File: src/rtl/pm_loader_pkg.sv
// Shared definitions for the program-memory loader: FSM encoding and stream geometry.
package pm_loader_pkg;

  typedef enum logic [2:0] {
    S_IDLE   = 3'd0,
    S_LEN_HI = 3'd1,
    S_LEN_LO = 3'd2,
    S_DATA   = 3'd3,
    S_WRITE  = 3'd4,
    S_CHK    = 3'd5,
    S_DONE   = 3'd6,
    S_ERR    = 3'd7
  } pm_state_t;

  localparam int HDR_BYTES        = 2;
  localparam int BYTES_PER_WORD   = 4;
  localparam int PM_DEPTH_DEFAULT = 1024;

endpackage

File: src/rtl/pm_loader_word_assembler.sv
// Byte-to-word shift register, MSB first, with a wrapping byte index.
module pm_word_assembler
  import pm_loader_pkg::*;
(
  input  logic        clk,
  input  logic        reset,
  input  logic        clear,
  input  logic        shift_en,
  input  logic [7:0]  byte_in,
  output logic [31:0] word,
  output logic        last
);

  logic [1:0] byte_idx;

  always_ff @(posedge clk) begin
    if (reset || clear) begin
      word     <= '0;
      byte_idx <= '0;
    end else if (shift_en) begin
      word     <= {word[23:0], byte_in};
      byte_idx <= byte_idx + 2'd1;
    end
  end

  assign last = shift_en && (byte_idx == 2'(BYTES_PER_WORD - 1));

endmodule

File: src/rtl/pm_loader.sv
// Streams a length-prefixed, XOR-checksummed image into program memory while holding the CPU.
//
// state    | meaning
// ---------+--------------------------------------------------
// IDLE     | waiting for start, CPU held
// LEN_HI   | accepting word-count high byte
// LEN_LO   | accepting word-count low byte, range check
// DATA     | accepting payload bytes into the assembler
// WRITE    | one-cycle program-memory write
// CHK      | accepting checksum byte and comparing
// DONE     | load good, CPU released
// ERR      | load aborted, CPU held
module pm_loader
  import pm_loader_pkg::*;
#(
  parameter int PM_DEPTH = PM_DEPTH_DEFAULT
) (
  input  logic        clk,
  input  logic        reset,
  input  logic        start,
  input  logic [7:0]  byte_in,
  input  logic        byte_valid,
  output logic        byte_ready,
  output logic        pm_we,
  output logic [15:0] pm_addr,
  output logic [31:0] pm_wdata,
  output logic        cpu_hold,
  output logic        done,
  output logic        error
);

  localparam logic [16:0] DEPTH_L = 17'(PM_DEPTH);

  pm_state_t   state, state_nx;
  logic [15:0] word_cnt;
  logic [15:0] len_q;
  logic [7:0]  chk_q;
  logic        accept;
  logic        start_load;
  logic        asm_last;
  logic [15:0] len_n;
  logic [15:0] word_nx;

  assign accept     = byte_valid && byte_ready;
  assign start_load = start && (state == S_IDLE || state == S_DONE || state == S_ERR);
  assign len_n      = {len_q[15:8], byte_in};
  assign word_nx    = word_cnt + 16'd1;

  pm_word_assembler u_asm (
    .clk      (clk),
    .reset    (reset),
    .clear    (start_load),
    .shift_en (accept && (state == S_DATA)),
    .byte_in  (byte_in),
    .word     (pm_wdata),
    .last     (asm_last)
  );

  always_ff @(posedge clk) begin
    if (reset) state <= S_IDLE;
    else       state <= state_nx;
  end

  always_comb begin
    state_nx = state;
    case (state)
      S_IDLE, S_DONE, S_ERR: if (start) state_nx = S_LEN_HI;
      S_LEN_HI:              if (accept) state_nx = S_LEN_LO;
      S_LEN_LO: begin
        if (accept) begin
          if ({1'b0, len_n} > DEPTH_L) state_nx = S_ERR;
          else if (len_n == 16'd0)     state_nx = S_CHK;
          else                         state_nx = S_DATA;
        end
      end
      S_DATA:  if (asm_last) state_nx = S_WRITE;
      S_WRITE: state_nx = (word_nx == len_q) ? S_CHK : S_DATA;
      S_CHK: begin
        if (accept) state_nx = (byte_in == chk_q) ? S_DONE : S_ERR;
      end
      default: state_nx = S_IDLE;
    endcase
  end

  always_comb begin
    byte_ready = 1'b0;
    pm_we      = 1'b0;
    cpu_hold   = 1'b1;
    done       = 1'b0;
    error      = 1'b0;
    case (state)
      S_LEN_HI, S_LEN_LO, S_DATA, S_CHK: byte_ready = 1'b1;
      S_WRITE: pm_we = 1'b1;
      S_DONE: begin
        cpu_hold = 1'b0;
        done     = 1'b1;
      end
      S_ERR:   error = 1'b1;
      default: ;
    endcase
  end

  // Word counter doubles as the write address register.
  always_ff @(posedge clk) begin
    if (reset) begin
      word_cnt <= '0;
      len_q    <= '0;
      chk_q    <= '0;
    end else if (start_load) begin
      word_cnt <= '0;
      len_q    <= '0;
      chk_q    <= '0;
    end else begin
      if (accept && state != S_CHK) chk_q <= chk_q ^ byte_in;
      if (accept && state == S_LEN_HI) len_q[15:8] <= byte_in;
      if (accept && state == S_LEN_LO) len_q[7:0]  <= byte_in;
      if (state == S_WRITE) word_cnt <= word_nx;
    end
  end

  assign pm_addr = word_cnt;

endmodule

File: config.mk
export PLATFORM = sky130hd
export DESIGN_NAME = pm_loader
export DESIGN_NICKNAME = d
export VERILOG_FILES = /design/src/rtl/pm_loader_pkg.sv /design/src/rtl/pm_loader_word_assembler.sv /design/src/rtl/pm_loader.sv
export SDC_FILE = /design/constraint.sdc
export NUM_CORES = 1
export LEC_CHECK = 0
export BUFFER_PORTS_ARGS = -buffer_cell sky130_fd_sc_hd__buf_2
export CAP_MARGIN = 10
export CORE_UTILIZATION = 45
export DETAILED_ROUTE_END_ITERATION = 8
export PLACE_DENSITY = 0.67
export SYNTH_ARGS = -nofsm -noshare
export SYNTH_HDL_FRONTEND = slang
export SYNTH_SLANG_ARGS = --single-unit
File: constraint.sdc
create_clock -name clk -period 2.7 [get_ports clk]
set_input_delay 0 -clock clk [delete_from_list [all_inputs] [get_ports clk]]
set_output_delay 0 -clock clk [all_outputs]
set_load 0.1 [all_outputs]
==> results of run 1 <==
==> power by group through the flow <==
stage	clock (mW)	combinational, mW	sequential, mW
floorplan	0	0.474	1.26
global placement	0	0.590	1.27
detailed placement	0	0.595	1.28
CTS	0.885	0.607	1.25
global route	0.934	0.665	1.26
finish	0.861	0.604	1.25
==> per-stage QoR <==
step	utilization	instances	setup slack, ns	cell area [sq um]	hold slack (ns)
after floorplan	-	457	0.170	3620	0.0691
after global placement	0.513	601	0.740	3990	0.256
after detailed placement	0.513	601	0.627	3990	0.257
after CTS	0.550	626	0.621	4270	0.129
after global routing	0.550	626	0.434	4270	0.166
final	0.550	626	0.590	4270	0.140
==> what timing repair did <==
item | CTS | global route
hold buffers | 9 | 0
endpoints found under the hold margin | 27 | 0
setup buffers | 0 | 0
==> layer usage <==
metal  part of all wire  global-route usage  vias up
li1                   -                   -     1653
met1               0.45               0.279     1493
met2               0.46               0.343       90
met3              0.077              0.0746        8
met4              0.010              0.0638        0
met5                  0                   0        -
==> area by class of cell <==
cell class / instances / area share
multi-input cells: 348 / 0.453
clock inverters: 5 / 0.0141
repair buffers: 77 / 0.106
well taps: 102 / 0.0299
inverters: 6 / 0.00528
flip-flops and latches: 77 / 0.361
clock buffers: 11 / 0.0308
==> tightest hold or removal path, cell delays in order <==
cell	delay (ns)
buf_2	0.11
a21oi_1	0.07
nand2_1	0.06
o31a_1	0.13
o22ai_1	0.07
==> sequential cells by signal (all words and copies together), names as in the netlist <==
signal	flops
u_asm.byte_idx	2
u_asm.word	32
chk_q	8
state	3
pm_addr	16
len_q	16
==> worst min-delay path by stage <==
stage	slack [ns]	end	depth (start not counted)	from
2_1_floorplan	0.07	state[0]$_SDFFE_PP0P_	1	reset
3_3_place_gp	0.26	state[0]$_SDFFE_PP0P_	2	reset
3_5_place_dp	0.26	state[0]$_SDFFE_PP0P_	2	reset
4_1_cts	0.13	state[2]$_SDFFE_PP0P_	5	start
5_1_grt	0.17	state[2]$_SDFFE_PP0P_	5	start
6_report	0.14	state[2]$_SDFFE_PP0P_	5	start
==> cells by family after synthesis <==
group,share of synthesized area
XOR/XNOR,0.126
adder cells (fa/ha/maj),0.00691
buffers and inverters,0.0408
flip-flops,0.426
AND/OR/NAND/NOR,0.280
AO/OA/AOI/OAI,0.121
==> cells in the final DEF, fill, tap and decap left out, drive strengths merged, types with 2 or more instances in the layout <==
| cell | count |
|---|---|
| a221oi | 2 |
| nor3 | 6 |
| nor3b | 2 |
| ha | 2 |
| nand4 | 9 |
| dfxtp | 77 |
| nor4 | 7 |
| xor2 | 19 |
| inv | 7 |
| o22ai | 3 |
| or4 | 2 |
| clkinv | 2 |
| nand2 | 125 |
| or3 | 3 |
| dlygate4sd3 | 9 |
| xnor2 | 33 |
| and2 | 3 |
| nor2 | 37 |
| nand2b | 3 |
| clkbuf | 11 |
| nand3 | 11 |
| o21ai | 4 |
| buf | 68 |
| and3 | 4 |
| a21oi | 56 |
| nor2b | 2 |
==> summary.txt, run 1 <==
Syn Nets = 471
CP cell instances = ha_1 -> nand3_1 -> nor4_2 -> xnor2_1 -> a221oi_2 -> nand4_1 -> o2bb2ai_1
H-tree levels = 3
WS Path Type = flip-flop to flip-flop
Root Buffer Master = clkbuf_8
Post-synthesis cell area = 3620 sq um
Total CTS buffers = 9
Filler cell count = 769
Routed vias = 3244
Buffers on Ports = 64
Synth area leaders = dfxtp_1, nand2_1, xnor2_1
Crit path time final = 2.11 ns
Final global-route overflow total = 0
ANT cells = 0
CTS Buffer Depth = 2
DIE HEIGHT = 91.7 um
P_int = 1.81 mW
Hold Crit Class = input pin to flip-flop
Maxcap violations = 0
Flip-flop and latch area = 1540 sq um
Clk_lat worst skew = 0.35 ns
Number of vias per cell = 5.18
Crit. End Element = flip-flop
Global-route wire length before repair = 14400 um
Comb pwr share = 0.222
Synth warnings = 0
Dpl hpwl = 5990 um
Top-count cell post-synth = nand2_1
Synth Flop Type = dfxtp_1
RSZ-0062 raised after global routing = no
Ports = 65
Distinct cell type count after synthesis = 50
Layout cell share with drive strength beyond 1 = 0.183
PwrDens = 636 nW/um^2
Routed wire length = 8620 um
Overall Global Routing Usage = 0.217
Ys async rst share = 0
NumNets Final = 533
Power Total = 2.72 mW
Vias in the first global route = 3039
DRC = 0
Worst path arrival time = 2.35 ns
Slew Viols, Final = 0
Power share of the clock group = 0.317
Drt first pass iters = 4
CTS tree = yes
Mean Syn Cell Area = 7.92 sq um
Fmax = 474 MHz
# rows = 32
Pin count of the biggest net entering global routing = 44
Max stage delay on crit path = 0.50 ns
Crit path max-delay family = simple AND/OR/NAND/NOR gates
Initial core utilization = 0.466
Capturing point of the worst reg2reg path = state[1]$_SDFFE_PP0P_
Fin crit share = 0.782
Post-synth EDFFs = 0
Setup crit start = pm_addr[0]$_SDFFE_PP0P_
Worst r2r src = pm_addr[0]$_SDFFE_PP0P_
Pin slew with the least headroom to its limit = 0.604 ns
Drt wl/cell = 13.8 um
Outcome = complete, no violations
CP Max Fanout = 6
Post-synth top area cell = dfxtp_1
LEAKAGE = 1.60 nW
Antenna-violating nets left = 0
CP endpoint = state[1]$_SDFFE_PP0P_
Multi-input logic area = 1930 sq um
CP Launch Type = flip-flop
CP max stage cell = dfxtp_1
Synth Register Bits = 77
Register-to-Register Path Depth = 7
Synth top area share = 0.426
Post-synthesis instance total = 457
Die W = 91.7 um
R2r setup slk = 0.59 ns
WP buf/inv = 0
Area Overhead vs Synth = 17.9%
Relative slew slack = 0.593
Critical path depth = 7
Final-report hold violation count = 0
Top cells by count, synth = nand2_1, dfxtp_1, a21oi_1
Clock Skew = 0.00573 ns
Worst vdd ir = 0.385 mV
Final setup violation count = 0
Initial antenna violation count = 0
# resized after CTS = 0
Sw Share = 0.335
Initial DRC count = 174
Sequential share of power = 0.460
Clock Pin Slew Worst Setup and Hold Paths = 0.08 ns
Core Footprint = 7770 sq um
Total negative setup slack = 0 ns
Clk sinks = 77
Seq/Total Area, Yosys = 0.426
WP data required = 2.94 ns
Gpl congestion = 0.877
Full die area = 8410 sq um
Switching pwr = 0.909 mW
Note: power is estimated with default switching activity, not from simulation.
==> run 2: changes to the inputs <==
--- a/config.mk
+++ b/config.mk
@@ -9,7 +9,7 @@
 export CAP_MARGIN = 10
 export CORE_UTILIZATION = 45
 export DETAILED_ROUTE_END_ITERATION = 8
-export PLACE_DENSITY = 0.67
+export PLACE_DENSITY = 0.69
 export SYNTH_ARGS = -nofsm -noshare
 export SYNTH_HDL_FRONTEND = slang
 export SYNTH_SLANG_ARGS = --single-unit
==> constraint.sdc (replaced) <==
create_clock -name clk -period 1.8 [get_ports clk]
set_input_delay 0 -clock clk [delete_from_list [all_inputs] [get_ports clk]]
set_output_delay 0 -clock clk [all_outputs]
set_load 0.1 [all_outputs]
==> run 2 against run 1 <==
  * Register-to-register slack lost 0.58 ns
  * Sequential share of layout area shrank 0.85 points
  * Final area grew 5.6%
  * Critical endpoint is now state[2]$_SDFFE_PP0P_
  * Largest power group unchanged
  * Highest routed layer unchanged
==> summary.txt, run 2 (synthesis results as in run 1) <==
Outcome = complete, no violations
H-tree levels = 3
WHS = 0.0521 ns
Ports = 65
Filler cell count = 710
Number of vias per cell = 5.21
Power Total = 4.20 mW
NumNets Final = 546
Slew Viols, Final = 0
Comb pwr share = 0.235
DIE HEIGHT = 91.7 um
Placed Area = 4210 sq um
Initial core utilization = 0.466
Post-route cell area = 4510 sq um
Buffers on Ports = 64
Clk sinks = 77
CP Max Fanout = 6
Initial antenna violation count = 0
Full die area = 8410 sq um
Fmax = 559 MHz
Final-report hold violation count = 0
Top reg by flops = u_asm.word
Met1 usage = 0.286
LEAKAGE = 1.72 nW
Crit. End Element = flip-flop
Switching pwr = 1.44 mW
PwrDens = 931 nW/um^2
Routed wire length = 8600 um
Flip-flop and latch area = 1590 sq um
Sw Share = 0.342
CTS Buffer Depth = 2
Multi-input logic area = 2010 sq um
Core Footprint = 7770 sq um
Relative slew slack = 0.668
Placed Cells incl. Taps = 619
Dpl hpwl = 6030 um
RSZ-0062 raised after global routing = yes
Worst path arrival time = 2.06 ns
DRC = 0
Grt met2 use = 0.332
Clk_lat worst skew = 0.35 ns
Hold Crit Class = input pin to flip-flop
Power share of the clock group = 0.324
Most common cell after layout, fill and taps aside = nand2_1
Fin cells = 639
Commonest cells after routing, fill and taps aside = nand2_1, buf_2, dfxtp_1
Pin slew with the least headroom to its limit = 0.501 ns
Met3 Use GR = 0.0307
Final setup violation count = 0
Antenna-violating nets left = 0
Clock Pin Slew Worst Setup and Hold Paths = 0.09 ns
Vias in the first global route = 3032
CTS tree = yes
Worst vdd ir = 0.891 mV
ANT cells = 0
Most used routing layer in global routing = met2
Drt wl/cell = 13.5 um
Global-route wire length before repair = 14200 um
Clock Skew = 0.0111 ns
Crit path time final = 1.79 ns
Sequential share of power = 0.440
Layout cell share with drive strength beyond 1 = 0.266
Die W = 91.7 um
Routed vias = 3332
Max reg flops = 32
Post-layout util = 0.580
Overall Global Routing Usage = 0.211
WP data required = 2.07 ns
Final global-route overflow total = 0
Pin count of the biggest net entering global routing = 75
P_int = 2.76 mW
Initial DRC count = 214
Total CTS buffers = 9
WS Path Type = flip-flop to flip-flop
Maxcap violations = 0
Area Overhead vs Synth = 24.5%
Root Buffer Master = clkbuf_8
CP Launch Type = flip-flop
Fin crit share = 0.994
Gpl congestion = 0.887
# rows = 32
Drt first pass iters = 4
## run 2: cell count changes in the layout (fill, tap and decap cells not counted), moves of 2 or more
cell / before / now
dfxtp_4: 0 / 11
inv_4: 0 / 2
clkbuf_1: 2 / 0
dfxtp_1: 77 / 61
buf_4: 3 / 23
buf_2: 64 / 62
dlygate4sd3_1: 9 / 1
inv_6: 1 / 3
dfxtp_2: 0 / 5
nor2_1: 36 / 34
## run 2: layout make-up
cell class,instances,area share
clock buffer,9,0.0275
sequential,77,0.353
inverter,6,0.00555
timing repair buffer,90,0.122
tap,102,0.0283
multi-input combinational,348,0.446
clock inverter,7,0.0175
## run 2: path summary, 6_finish.rpt
path | start | end | slack (ns) | cells after the start
setup / recovery | pm_addr[0]$_SDFFE_PP0P_ | state[2]$_SDFFE_PP0P_ | 0.01 | 7
hold / removal | byte_in[4] | u_asm.word[4]$_SDFFE_PP0P_ | 0.05 | 4
setup reg to reg | pm_addr[0]$_SDFFE_PP0P_ | state[2]$_SDFFE_PP0P_ | 0.01 | 7
hold reg to reg | u_asm.word[30]$_SDFFE_PP0P_ | u_asm.word[30]$_SDFFE_PP0P_ | 0.45 | 2
## run 2: power by group through the flow
stage          clock network (mW)  registers [mW]  logic [mW]
4_1_cts                      1.39            1.85       0.980
6_report                     1.36            1.85       0.987
3_3_place_gp                    0            1.88       0.964
3_5_place_dp                    0            1.89       0.972
5_1_grt                      1.47            1.86        1.09
2_1_floorplan                   0            1.88       0.714
## run 2: critical path, cell delays in order (launching register included)
cell	delay, ns
dfxtp_4	0.39
ha_4	0.19
and2_1	0.18
o21ai_0	0.18
o311ai_1	0.14
a221oi_2	0.26
nand4_1	0.18
o22ai_1	0.20
## run 2: through the flow
step	TNS (ns)	setup WS, ns
2_1_floorplan	-0.0981	-0.0587
3_3_place_gp	0	0.0546
3_5_place_dp	-0.0139	-0.0139
4_1_cts	0	0.0156
5_1_grt	-0.228	-0.119
6_report	0	0.0104
## run 2: metal layers
metal	vias to the layer above	part of all wire
met5	-	0
met1	1559	0.45
li1	1677	-
met3	10	0.056
met2	86	0.48
met4	0	0.013
## run 2: what timing repair did
item                                   4_1_cts  5_1_grt
setup endpoints to repair                    3        6
gates cloned                                 0        0
resized for setup                            3        9
pin swaps                                    1        5
hold buffers                                 1        0
endpoints found under the hold margin        3        0
setup buffers                                0        3
==> run 3: changes to the inputs <==
--- a/config.mk
+++ b/config.mk
@@ -5,11 +5,13 @@
 export SDC_FILE = /design/constraint.sdc
 export NUM_CORES = 1
 export LEC_CHECK = 0
+export ABC_AREA = 1
 export BUFFER_PORTS_ARGS = -buffer_cell sky130_fd_sc_hd__buf_2
 export CAP_MARGIN = 10
 export CORE_UTILIZATION = 45
 export DETAILED_ROUTE_END_ITERATION = 8
 export PLACE_DENSITY = 0.69
+export REMOVE_ABC_BUFFERS = 1
 export SYNTH_ARGS = -nofsm -noshare
 export SYNTH_HDL_FRONTEND = slang
 export SYNTH_SLANG_ARGS = --single-unit
==> run 3 against run 2 <==
  * The run now ends with setup timing left
  * Global-route usage increased by 3.0 points
  * First-iteration DRC count decreased by 40%
  * Sequential power increased by 3%
  * Worst hold slack improved by 0.077 ns
  * Area after synthesis increased by 9.4%
  * Largest power group unchanged
  * Final area increased by 11%
  * Critical path depth increased by 7
  * Sequential cell count unchanged
  * Clock skew decreased by 0.0047 ns
  * Total power increased by 17%
  * Critical endpoint is now state[1]$_SDFFE_PP0P_
==> summary.txt, run 3 <==
Top reg by flops = u_asm.word
Final-report hold violation count = 0
Fmax = 548 MHz
Crit. End Element = flip-flop
CP Max Fanout = 7
Maxcap violations = 0
Fin crit share = 1.01
WP data required = 2.05 ns
Final setup violation count = 1
Ys async rst share = 0
Synth Flop Type = dfxtp_1
P_int = 3.04 mW
Buffers on Ports = 64
Ports = 65
Sequential share of power = 0.388
Worst path arrival time = 2.08 ns
Area Overhead vs Synth = 26.4%
NumNets Final = 695
Power Total = 4.93 mW
Post-synthesis instance total = 589
Top cells by count, synth = nand2_1, nand3_1, a21oi_1, dfxtp_1, inv_1
Core Footprint = 8380 sq um
Root Buffer Master = clkbuf_8
CTS Buffer Depth = 2
Global-route wire length before repair = 17100 um
Synth top area share = 0.389
Mean Syn Cell Area = 6.73 sq um
Post-synth EDFFs = 0
Power share of the clock group = 0.314
WHS = 0.130 ns
Met1 usage = 0.308
# rows = 33
Comb pwr share = 0.298
Most common cell after layout, fill and taps aside = nand2_1
Seq/Total Area, Yosys = 0.389
Synth area leaders = dfxtp_1, nand2_1, nand3_1
Distinct cell type count after synthesis = 33
Clock Skew = 0.00642 ns
Slew Viols, Final = 0
Vias in the first global route = 3683
Full die area = 9190 sq um
Placed Area = 4570 sq um
Post-route cell area = 5010 sq um
Clk sinks = 77
Synth warnings = 0
Initial DRC count = 128
Gpl congestion = 0.842
Crit path time final = 1.83 ns
Post-synthesis cell area = 3960 sq um
WS Path Type = flip-flop to flip-flop
Setup crit start = pm_addr[0]$_SDFFE_PP0P_
CP Launch Type = flip-flop
Initial antenna violation count = 0
Most used routing layer in global routing = met2
Failing checks = setup timing
Routed vias = 4073
DIE HEIGHT = 95.8 um
Flip-flop and latch area = 1550 sq um
Die W = 95.8 um
CP endpoint = state[1]$_SDFFE_PP0P_
Post-layout util = 0.598
Layout cell share with drive strength beyond 1 = 0.216
Pin slew with the least headroom to its limit = 0.474 ns
H-tree levels = 3
Filler cell count = 782
Antenna-violating nets left = 0
DRC = 0
Top-count cell post-synth = nand2_1
Relative slew slack = 0.681
Clock Pin Slew Worst Setup and Hold Paths = 0.09 ns
Drt wl/cell = 13.4 um
LEAKAGE = 2.19 nW
Outcome = complete, but fails checks
Register-to-Register Path Depth = 14
Clk_lat worst skew = 0.36 ns
Capturing point of the worst reg2reg path = state[1]$_SDFFE_PP0P_
Worst r2r src = pm_addr[0]$_SDFFE_PP0P_
Switching pwr = 1.89 mW
Multi-input logic area = 2180 sq um
ANT cells = 0
Routed wire length = 10600 um
Max reg flops = 32
Met3 Use GR = 0.0434
Post-synth top area cell = dfxtp_1
Worst vdd ir = 0.550 mV
Final global-route overflow total = 0
Synth Register Bits = 77
Hold Crit Class = input pin to flip-flop
Commonest cells after routing, fill and taps aside = nand2_1, nand3_1, a21oi_1
Final Worst Setup Slack = -0.0260 ns
CTS tree = yes
PwrDens = 984 nW/um^2
Initial core utilization = 0.473
Number of vias per cell = 5.15
Total CTS buffers = 9
RSZ-0062 raised after global routing = yes
Drt first pass iters = 5
Overall Global Routing Usage = 0.241
Grt met2 use = 0.407
Pin count of the biggest net entering global routing = 62
R2r setup slk = -0.03 ns
Sw Share = 0.384
Dpl hpwl = 7340 um
run 3: cell count changes after synthesis, moves of 7 or more:
| cell | before | now |
|---|---|---|
| buf_1 | 7 | 0 |
| xnor2_1 | 33 | 1 |
| o21ai_0 | 4 | 15 |
| nand3_1 | 10 | 83 |
| xor2_1 | 19 | 9 |
| a21oi_1 | 56 | 77 |
| inv_1 | 5 | 53 |
| clkbuf_1 | 6 | 17 |
| nand2_1 | 125 | 169 |
run 3: worst min-delay path by stage:
stage | end | cells after the start | slack [ns] | from
after floorplan | state[2]$_SDFFE_PP0P_ | 1 | 0.06 | reset
after global placement | state[2]$_SDFFE_PP0P_ | 2 | 0.22 | reset
after detailed placement | state[2]$_SDFFE_PP0P_ | 2 | 0.22 | reset
after CTS | state[1]$_SDFFE_PP0P_ | 6 | 0.11 | start
after global routing | pm_addr[5]$_SDFFE_PP0P_ | 5 | 0.15 | start
final | pm_addr[5]$_SDFFE_PP0P_ | 5 | 0.13 | start
run 3: area by class of cell:
cell class / instances / area share
multi-input cells: 434 / 0.436
flip-flops and latches: 77 / 0.310
repair buffers: 105 / 0.142
inverters: 54 / 0.0405
well taps: 105 / 0.0262
clock buffers: 9 / 0.0247
clock inverters: 7 / 0.0210
run 3: per-stage QoR:
stage	worst slack, ns	std cells	TNS (ns)
final	-0.0260	791	-0.0260
after global routing	-0.183	791	-0.375
after CTS	-0.0324	790	-0.0627
after detailed placement	-0.138	763	-0.259
after global placement	-0.0932	763	-0.182
after floorplan	-1.70	565	-50.22
run 3: layer usage:
metal | up-vias | wire [um]
met2 | 86 | 5180
li1 | 2124 | -
met3 | 12 | 406
met5 | - | 0
met1 | 1851 | 4900
met4 | 0 | 131
run 3: kinds of logic (layout without fill, tap and decap cells):
| group | count (synthesis) | in the layout | synth area share |
|---|---|---|---|
| DFF | 77 | 77 | 0.389 |
| and+or+nand+nor | 318 | 318 | 0.359 |
| xor gates and xnor gates | 12 | 12 | 0.0335 |
| adders and majority gates | 2 | 2 | 0.00631 |
| AOI/OAI and AO/OA | 102 | 102 | 0.135 |
| buffers and inverters | 78 | 175 | 0.0777 |
run 3: what timing repair did:
item                                    4_1_cts  5_1_grt
gates cloned                                  0        1
pin swaps                                     9        7
hold buffers                                 10        0
setup buffers                                 1        0
endpoints found under the setup margin        2        9
hold endpoints to repair                     30        0
resized for setup                            17       10
run 3: power groups by stage:
stage | clock [mW] | combinational [mW] | sequential (mW)
5_1_grt | 1.63 | 1.63 | 1.92
2_1_floorplan | 0 | 0.860 | 2.08
3_3_place_gp | 0 | 1.39 | 1.94
6_report | 1.55 | 1.47 | 1.91
3_5_place_dp | 0 | 1.40 | 1.95
4_1_cts | 1.57 | 1.43 | 1.91
run 3: critical path: stages (launching register included):
cell and delay [ns]:
dfxtp_4 0.38, ha_4 0.17, nand2_4 0.07, nor2_4 0.17, nand4_1 0.19, nand2_1 0.13
nand2_1 0.06, nand2_2 0.08, nand2_1 0.05, nor2_1 0.11, nand3_1 0.10, nand2_1 0.08
nand2_1 0.05, nand2_1 0.05, a21oi_1 0.05
